===== src/rtl/leve1_axir_arb.sv =====
// Two-to-one round-robin read arbiter: instruction fetch (I) and data load (D) share a single-beat
// AXI-style read port (M); responses return in order and are steered by an ID FIFO.
module leve1_axir_arb #(
  parameter int unsigned XLEN  = 32,
  parameter int unsigned DEPTH = 2
) (
  input  logic                         CLK,
  input  logic                         RSTn,
  input  logic                         I_ARVALID,
  output logic                         I_ARREADY,
  input  logic [XLEN-1:0]              I_ARADDR,
  output logic                         I_RVALID,
  input  logic                         I_RREADY,
  output logic [XLEN-1:0]              I_RDATA,
  output logic [1:0]                   I_RRESP,
  input  logic                         D_ARVALID,
  output logic                         D_ARREADY,
  input  logic [XLEN-1:0]              D_ARADDR,
  output logic                         D_RVALID,
  input  logic                         D_RREADY,
  output logic [XLEN-1:0]              D_RDATA,
  output logic [1:0]                   D_RRESP,
  output logic                         M_ARVALID,
  input  logic                         M_ARREADY,
  output logic [XLEN-1:0]              M_ARADDR,
  input  logic                         M_RVALID,
  output logic                         M_RREADY,
  input  logic [XLEN-1:0]              M_RDATA,
  input  logic [1:0]                   M_RRESP,
  output logic [$clog2(DEPTH+1)-1:0]   OCNT
);

  localparam int unsigned CW = $clog2(DEPTH + 1);
  localparam int unsigned PW = (DEPTH > 1) ? $clog2(DEPTH) : 1;

  typedef enum logic [0:0] {StIdle, StIssue} state_e;

  state_e          state_q;
  logic            prio_i_q;     // 1: I wins a tie, 0: D wins a tie
  logic            m_arvalid_q;
  logic [XLEN-1:0] m_araddr_q;

  logic            fifo_q [DEPTH];  // 1: entry belongs to I
  logic [PW-1:0]   wptr_q, rptr_q;
  logic [CW-1:0]   ocnt_q;

  logic can_grant, grant_i, grant_d, grant, empty, head_i, pop;

  function automatic logic [PW-1:0] ptr_inc(input logic [PW-1:0] p);
    return (p == PW'(DEPTH - 1)) ? '0 : p + PW'(1);
  endfunction

  always_comb begin
    // Reset gating keeps ARREADY low while RSTn is held, regardless of ARVALID.
    can_grant = RSTn && (state_q == StIdle) && (ocnt_q < CW'(DEPTH));
    grant_i   = can_grant && I_ARVALID && (!D_ARVALID || prio_i_q);
    grant_d   = can_grant && D_ARVALID && (!I_ARVALID || !prio_i_q);
    grant     = grant_i || grant_d;
    empty     = (ocnt_q == '0);
    head_i    = fifo_q[rptr_q];
    M_RREADY  = !empty && (head_i ? I_RREADY : D_RREADY);
    I_RVALID  = !empty && head_i && M_RVALID;
    D_RVALID  = !empty && !head_i && M_RVALID;
    pop       = M_RVALID && M_RREADY;
  end

  assign I_ARREADY = grant_i;
  assign D_ARREADY = grant_d;
  assign I_RDATA   = M_RDATA;
  assign I_RRESP   = M_RRESP;
  assign D_RDATA   = M_RDATA;
  assign D_RRESP   = M_RRESP;
  assign M_ARVALID = m_arvalid_q;
  assign M_ARADDR  = m_araddr_q;
  assign OCNT      = ocnt_q;

  always_ff @(posedge CLK or negedge RSTn) begin
    if (!RSTn) begin
      state_q     <= StIdle;
      prio_i_q    <= 1'b0;
      m_arvalid_q <= 1'b0;
      m_araddr_q  <= '0;
    end else begin
      case (state_q)
        StIdle: begin
          if (grant) begin
            m_araddr_q  <= grant_i ? I_ARADDR : D_ARADDR;
            m_arvalid_q <= 1'b1;
            prio_i_q    <= grant_d;  // priority goes to whoever was not granted
            state_q     <= StIssue;
          end
        end
        StIssue: begin
          if (M_ARREADY) begin
            m_arvalid_q <= 1'b0;
            state_q     <= StIdle;
          end
        end
        default: state_q <= StIdle;
      endcase
    end
  end

  always_ff @(posedge CLK or negedge RSTn) begin
    if (!RSTn) begin
      for (int i = 0; i < DEPTH; i++) fifo_q[i] <= 1'b0;
      wptr_q <= '0;
      rptr_q <= '0;
      ocnt_q <= '0;
    end else begin
      if (grant) begin
        fifo_q[wptr_q] <= grant_i;
        wptr_q         <= ptr_inc(wptr_q);
      end
      if (pop) rptr_q <= ptr_inc(rptr_q);
      if (grant && !pop)      ocnt_q <= ocnt_q + CW'(1);
      else if (!grant && pop) ocnt_q <= ocnt_q - CW'(1);
    end
  end

endmodule


===== config.mk =====
export PLATFORM = sky130hd
export DESIGN_NAME = leve1_axir_arb
export DESIGN_NICKNAME = d
export VERILOG_FILES = /design/src/rtl/leve1_axir_arb.sv
export SDC_FILE = /design/constraint.sdc
export NUM_CORES = 1
export LEC_CHECK = 0
export BUFFER_PORTS_ARGS = -buffer_cell sky130_fd_sc_hd__buf_2
export CORE_MARGIN = 3
export CORE_UTILIZATION = 25
export CTS_CLUSTER_DIAMETER = 120
export CTS_CLUSTER_SIZE = 40
export DETAILED_ROUTE_END_ITERATION = 7
export PLACE_DENSITY_LB_ADDON = 0.12
export SYNTH_ARGS = -nofsm -noshare
export SYNTH_HDL_FRONTEND = slang
export SYNTH_SLANG_ARGS = --single-unit

===== constraint.sdc =====
create_clock -name CLK -period 3.4 [get_ports CLK]
set_input_delay 0 -clock CLK [delete_from_list [all_inputs] [get_ports CLK]]
set_output_delay 0 -clock CLK [all_outputs]
set_load 0.01 [all_outputs]

After elaboration in Yosys (flattened, before gate mapping)
Cells that the tools add are included.
- word-level logic and storage cells: 69
- input port bits: 106
- output and inout port bits: 108
- register bits after elaboration: 41
- muxes and demuxes: 18
- add/sub/neg operators: 4
- bitwise gates (word level): 3
- reductions and logical operators: 29
- equality and inequality tests: 2
- $lt $le $gt $ge: 4
- operators with widths (cell ; count):
    $mux 32 ; 1
    $logic_and 1x1->1 ; 15
    $mux 1 ; 11
    $logic_not 1->1 ; 7
    $ge 2x2->1 const B ; 2
    $mux 2 ; 2
    $ne 2x2->1 const B ; 2
    $not 1->2 ; 2
    $pmux 1 s2 ; 2
    $reduce_and 2->1 ; 2
    $logic_or 1x1->1 ; 3
    $add 1x1->1 const B ; 2
    $add 2x1->2 const B ; 1
    $bwmux 2 ; 1
    $logic_not 2->1 ; 1
    $lt 2x1->1 const B ; 1
    $lt 2x2->1 const B ; 1
    $reduce_bool 2->1 ; 1
    $sub 2x1->2 const B ; 1
    $demux 1 s1 ; 1
    $not 1->1 ; 1

Logic depth before layout (Yosys ltp)
Gate-level depths: netlist of run 1.
- word-level depth: 10
- mapped depth: 9
- depth with buffers taken out: 7

Worst setup path after synthesis of run 1
Ideal clock, no wire load.
- path kind: register to register
- start: reg ocnt_q[1], in the netlist OCNT[1]
- end: reg ocnt_q[1], in the netlist OCNT[1]
- required time: 3268 ps
- stages on the path, launching flop included: 9
- slack: 1665 ps
- data arrival time: 1603 ps
- buffers on the path: 1
- setup time: 132 ps
- clock period less this slack: 1735 ps
- cell sequence: dfrtp_1 > nor3b_2 > nand2_1 > inv_2 > buf_4 > ha_1 > xor2_1 > nor2_1 > xor2_1
- longest elaborated chain between the ends: 8
- elaborated cells on any way between the ends: 20
- those cells by class: add/sub (2); order compare (1); mux (2); reduce/logical (15)
- ends and longest elaborated chain (what ; line ; text):
    from (decl) ; 45 ; logic [CW-1:0] ocnt_q;
    from (signal assigned) ; 116 ; if (grant && !pop) ocnt_q <= ocnt_q + CW'(1);
    from (signal assigned) ; 117 ; else if (!grant && pop) ocnt_q <= ocnt_q - CW'(1);
    $lt 2x2->1 (*) ; 55 ; can_grant = RSTn && (state_q == StIdle) && (ocnt_q < CW'(DEPTH));
    $logic_and 1x1->1 (*) ; 55 ;
    $logic_and 1x1->1, on equally long branches (2 in a row) ; 56, 57 ;
    $logic_or 1x1->1 (*) ; 58 ; grant = grant_i || grant_d;
    via grant ; 47 ; logic can_grant, grant_i, grant_d, grant, empty, head_i, pop;
    $logic_not 1->1 ; 117 ;
    $logic_and 1x1->1 ; 117 ;
    $reduce_bool 2->1 (no line) ; n/a ;
Mark *: on every way through the listed nets, which the timed path passes. The rest lies on a longest branch. The select of a mux whose other input is x is not followed.
A chain may end at the register's enable or synchronous reset.

Worst setup path after layout of run 1
- start: reg ocnt_q[1], in the netlist OCNT[1]
- end: out I_ARREADY
- longest elaborated chain between the ends: 4
- ends and longest elaborated chain (what ; line ; text):
    $lt 2x2->1 ; 55 ;
    $logic_and 1x1->1 ; 55 ;
    $logic_and 1x1->1 (2 in a row) ; 56 ; grant_i = can_grant && I_ARVALID && (!D_ARVALID || prio_i_q);
    to (decl) ; 10 ; output logic I_ARREADY,
No other way between the ends.

==> impl_metrics.tcl, run 1 <==
set metrics [dict create \
    status "finished, final reports clean" \
    async_reset_ff_share_pct 100.0 \
    ys_types 26 \
    ir_drop_uv 195.6 \
    drt_first_pass_iters 4 \
    fin_skew_ps 3.465 \
    wire_per_inst_um 16.04 \
    yosys.area.top_type_share_pct 35.54 \
    cp.arrival_ps 2090 \
    dp_hpwl_mm 5.349 \
    synth_area_leaders "dfrtp_1 36%, buf_4 19%, o22a_1 9.7%" \
    cts_buffers 5 \
    min_path_cells 0 \
    hold_start "M_RDATA[1]" \
    yosysTopAreaCell "dfrtp_1" \
    rsz0062_at_grt "false" \
    max_slew.worst_pin.slew_ps 707.5 \
    io_pins 214 \
    drive_gt1_share_pct 34.43 \
    synth.avg_cell_area_um2 8.565 \
    grt_usage_pct 12.48 \
    critPathRequiredTime_ps 3400 \
    total_power_mw 2.419 \
    synthTopCellsByCount "73 x buf_4, 41 x dfrtp_1, 37 x nand2_1" \
    grt_pass1_wl_mm 13.01 \
    yosys_warnings 0 \
    port_buffers 111 \
    die_x_um 113.5 \
    synth.cell_area_mm2 0.002887 \
    cts_resized 0 \
    critPathLaunchType "flip-flop" \
    cts_tree "built" \
    die_area_mm2 0.01287 \
    clk_latency_ps 280 \
    maxSlewHeadroom_pct 52.83 \
    r2r-start "OCNT[1]" \
    wirelength_mm 8.116 \
    synth_most_common_cell "buf_4" \
    clockRootBuffer "clkbuf_16" \
    fin_crit_sh_pct 61.34 \
    rr_worst_depth 7 \
    area_growth_pct 10.32 \
    p_per_area_mw_per_mm2 759.6 \
    clock_sinks 41 \
    row_count 38 \
    n_antenna_cell 0 \
    startpoint "OCNT[1]" \
    max_freq_mhz 479.5 \
    critPathKind "flip-flop to output pin" \
    grt_pass1_vias 2502 \
    synthCells 337 \
    synth_flop_cell "dfrtp_1" \
    max_cap_viol_count 0 \
    finalHoldViolCount 0 \
    fin_setup_tns_ps 0 \
    core_area_mm2 0.01108 \
    power_leakage_nw 1.496 \
    initial_core_util_pct 26.06 \
    critPathMaxFanout 68 \
    grt-ovfl-total 0 \
    dr.first_iter.drc_count 137 \
    min_path_type "input pin to output pin" \
    antenna_found_initial 0 \
    clk_pin_slew_ps 60 \
    drt-vias-per-instance 4.749 \
    grt_max_degree 69 \
    synth_seq_cells 41 \
    post-route-min-period_ps 2086 \
    synth_edf_count 0 \
    cts_max_level 2 \
    finalSetupViolCount 0 \
    vias 2403 \
    slew_viol_final 0 \
    cts_max_path_buffers 2 \
    final_nets 473 \
    die_h_um 113.5 \
    worst_setup_path_end_kind "output pin" \
    gp_congestion 0.7199 \
    fillerInstances 1234 \
    ant_nets 0 \
    drc_errors 0 \
    yosysSeqAreaShare_pct 35.54 \
    synth_nets 444 \
    post-cts-setup-buffers 0 \
]
final cells by class:
class / instances / area (um2) / share of cell area [%]
clock buffers: 7 / 142.6 / 4.479
flip-flops and latches: 41 / 1026 / 32.22
inverters: 37 / 138.9 / 4.361
repair buffers: 119 / 620.6 / 19.49
well taps: 140 / 175.2 / 5.501
multi-input cells: 162 / 1081 / 33.95
registers in the layout (all words and copies together), names as in the netlist:
| signal | count |
|---|---|
| prio_i_q | 1 |
| rptr_q | 1 |
| M_ARVALID | 1 |
| wptr_q | 1 |
| M_ARADDR | 32 |
| state_q | 1 |
| fifo_q | 2 |
| OCNT | 2 |
worst paths after layout:
| kind | endpoint | slack [ps] |
|---|---|---|
| min | D_RDATA[1] | 0.002 |
| min in group asynchronous | M_ARADDR[20] | 400 |
| max in group asynchronous | rptr_q | 2610 |
| max | I_ARREADY | 1310 |
| min reg2reg | M_ARVALID | 480 |
| max reg2reg | OCNT[1] | 1330 |
power by group:
part | total [mW] | switching (mW) | internal (mW)
sequential | 0.883 | 0.161 | 0.722
clock | 0.475 | 0.186 | 0.289
combinational | 1.06 | 0.577 | 0.485
cells by family (layout without fill, tap and decap cells):
family          Yosys count  in the layout  share of synthesized area (%)
simple gates             50             50                          7.455
xor+xnor                  5              5                          1.517
flops                    41             41                          35.54
mux                       3              3                          1.040
buf+inv                 134            163                          27.31
fa+ha+maj                 1              1                         0.4334
compound gates          103            103                          26.70
per-layer routing:
layer / global-route usage (%) / wire (um) / part of all wire [%]
met1: 15.69 / 3648 / 45
met4: 4.647 / 161 / 2.0
met2: 20.46 / 3730 / 46
met5: 0 / 0 / 0
met3: 3.448 / 577 / 7.1
metrics by stage:
step	setup WS [ps]	area (um2)	instances	utilization [%]	hold slack [ps]
floorplan	1665	2887	337	-	-295.6
global placement	1330	3022	497	27.28	0.1061
detailed placement	1304	3022	497	27.28	0.1061
CTS	1284	3184	506	28.74	0.1061
global route	1120	3184	506	28.74	0.02269
finish	1314	3184	506	28.74	0.002371
timing repair:
action / in CTS / in global routing
hold buffers: 2 / 0
endpoints found under the setup margin: 0 / 0
hold endpoints to repair: 43 / 0
cell usage in the layout, fill, tap and decap left out, types with 3 or more instances in the layout:
cell type,n
o22a_1,32
o211ai_1,34
inv_1,36
nor2_1,4
xor2_1,3
buf_2,111
mux2i_1,3
dfrtp_1,41
clkbuf_16,5
nand2_1,37
buf_4,6
a31oi_1,32
worst max-delay path, stage by stage (launching register included):
cell     delay [ps]
dfrtp_1         470
nor3b_4         210
buf_4           600
and3_1          340
buf_2           170
Power figures use the tool's default switching activity.
==> run 2, diff against run 1 <==
clock period = 2.1 ns   (was 3.4 ns; I/O delays follow)
==> run 2 against run 1 <==
Compared with the run above:
- final area up 2.0%
- die area unchanged
- combinational power up 65%
- utilization grew 0.58 points
- clock-buffer cell count is 1 lower
- clock power grew 92%
- sequential cell count unchanged
- clock skew increased by 2.3 ps
- wire length up 0.26%
- total power rose by 69%
==> impl_metrics.tcl, run 2 (same netlist as run 1, synthesis figures left out) <==
set metrics [dict create \
    drive_gt1_share_pct 35.58 \
    worst_setup_path_end_kind "output pin" \
    finalSetupViolCount 0 \
    fillerInstances 1202 \
    pwr-share-seq_pct 34.8 \
    setup_ws_ps 238.8 \
    die_area_mm2 0.01287 \
    grt_pass1_vias 2560 \
    vias 2367 \
    ir_drop_uv 514.3 \
    drc_errors 0 \
    power_frac_comb_pct 42.9 \
    critPathLaunchType "flip-flop" \
    die_h_um 113.5 \
    wire_per_inst_um 15.92 \
    critPathRequiredTime_ps 2100 \
    fin_skew_ps 5.753 \
    wl_met3_um 589 \
    wirelength_mm 8.137 \
    fin_crit_sh_pct 88.63 \
    swShare_pct 37.11 \
    initial_core_util_pct 26.06 \
    cp.arrival_ps 1860 \
    cts_max_level 2 \
    slew_viol_final 0 \
    fin_setup_tns_ps 0 \
    maxSlewHeadroom_pct 56.18 \
    grt_pass1_wl_mm 13.14 \
    die_x_um 113.5 \
    rsz0062_at_grt "false" \
    power_leakage_nw 1.529 \
    post-route-min-period_ps 1861 \
    pre_cts_ws_ps 268.8 \
    final_nets 477 \
    critPathMaxFanout 39 \
    clockPowerShare_pct 22.3 \
    grt_usage_pct 12.64 \
    final_core_util_pct 29.32 \
    port_buffers 111 \
    antenna_found_initial 0 \
    dp.cells 501 \
    top_layer "met4" \
    gp_congestion 0.6599 \
    critPathKind "flip-flop to output pin" \
    layout_common_cells "111 x buf_2, 41 x dfrtp_1, 37 x nand2_1, 36 x inv_1, 34 x o211ai_1" \
    wl_met1_mm 3.559 \
    grt_max_degree 67 \
    ant_nets 0 \
    cts_max_path_buffers 2 \
    drt_first_pass_iters 4 \
    clk_latency_ps 280 \
    dp_hpwl_mm 5.394 \
    status "finished, final reports clean" \
    p_per_area_mw_per_mm2 1260 \
    p_switching_mw 1.519 \
    min_path_type "input pin to output pin" \
    p_int_mw 2.573 \
    n_antenna_cell 0 \
    max_freq_mhz 537.3 \
    core_area_mm2 0.01108 \
    grt-ovfl-total 0 \
    cts_buffers 5 \
    max_slew.worst_pin.slew_ps 657.2 \
    layout.cells.non_filler 511 \
    max_cap_viol_count 0 \
    cts_tree "built" \
    io_pins 214 \
    final_common_cell "buf_2" \
    dr.first_iter.drc_count 90 \
    wl_met2_mm 3.921 \
    row_count 38 \
    finalHoldViolCount 0 \
    largest_reg_flops 32 \
    clock_sinks 41 \
    area_growth_pct 12.53 \
    clockRootBuffer "clkbuf_16" \
    drt-vias-per-instance 4.632 \
    clk_pin_slew_ps 60 \
]
==> run 2: per-layer routing <==
metal  track usage [%]  vias to the layer above
met5                 0                        -
met4             3.606                        0
met3             3.077                        6
met2             22.04                       72
met1             15.52                     1128
li1                  -                     1161
==> run 2: repair_timing <==
| item | 4_1_cts | 5_1_grt |
|---|---|---|
| endpoints found under the setup margin | 0 | 0 |
| gates resized for setup | 0 | 0 |
| hold buffers | 2 | 0 |
| setup buffers | 0 | 0 |
| endpoints found under the hold margin | 43 | 0 |
==> run 2: stage by stage <==
step / hold WS [ps] / power [mW] / cell area (um2)
final: 0.005696 / 4.092 / 3248
after floorplan: -295.6 / 2.660 / 2887
after detailed placement: 0.1061 / 3.235 / 3052
after global placement: 0.1061 / 3.234 / 3052
after global routing: 0.02269 / 4.409 / 3248
after CTS: 0.1061 / 4.182 / 3248
==> run 2: layout make-up <==
type	count	area (um2)	share of cell area, %
Clock inverter	2	37.54	1.156
Tap cell	140	175.2	5.393
Inverter	37	138.9	4.276
Clock buffer	6	138.9	4.276
Timing Repair Buffer	123	650.6	20.03
Sequential cell	41	1026	31.59
Multi-Input combinational cell	162	1081	33.28
==> run 2: worst paths after layout <==
| kind | startpoint | depth (start not counted) | slack [ps] | to |
|---|---|---|---|---|
| hold / removal | M_RDATA[4] | 0 | 0.006 | D_RDATA[4] |
| max in group asynchronous | RSTn | 3 | 1310 | M_ARADDR[4] |
| hold reg to reg | M_ARVALID | 2 | 490 | M_ARVALID |
| setup / recovery | OCNT[1] | 4 | 240 | I_ARREADY |
| setup reg to reg | rptr_q | 6 | 260 | OCNT[1] |
| min in group asynchronous | RSTn | 3 | 410 | M_ARADDR[22] |
==> run 2: worst max-delay path, stage by stage, from the launching register on <==
cell     delay (ps)
dfrtp_1         480
nor3b_4         240
buf_4           390
and3_1          290
buf_2           160
==> run 2: power groups by stage <==
stage | Clock, mW | Combinational (mW) | Sequential [mW]
after floorplan | 0 | 1.11 | 1.55
after global placement | 0 | 1.79 | 1.45
after detailed placement | 0 | 1.79 | 1.44
after CTS | 0.953 | 1.80 | 1.43
after global routing | 0.982 | 1.94 | 1.48
final | 0.914 | 1.75 | 1.42
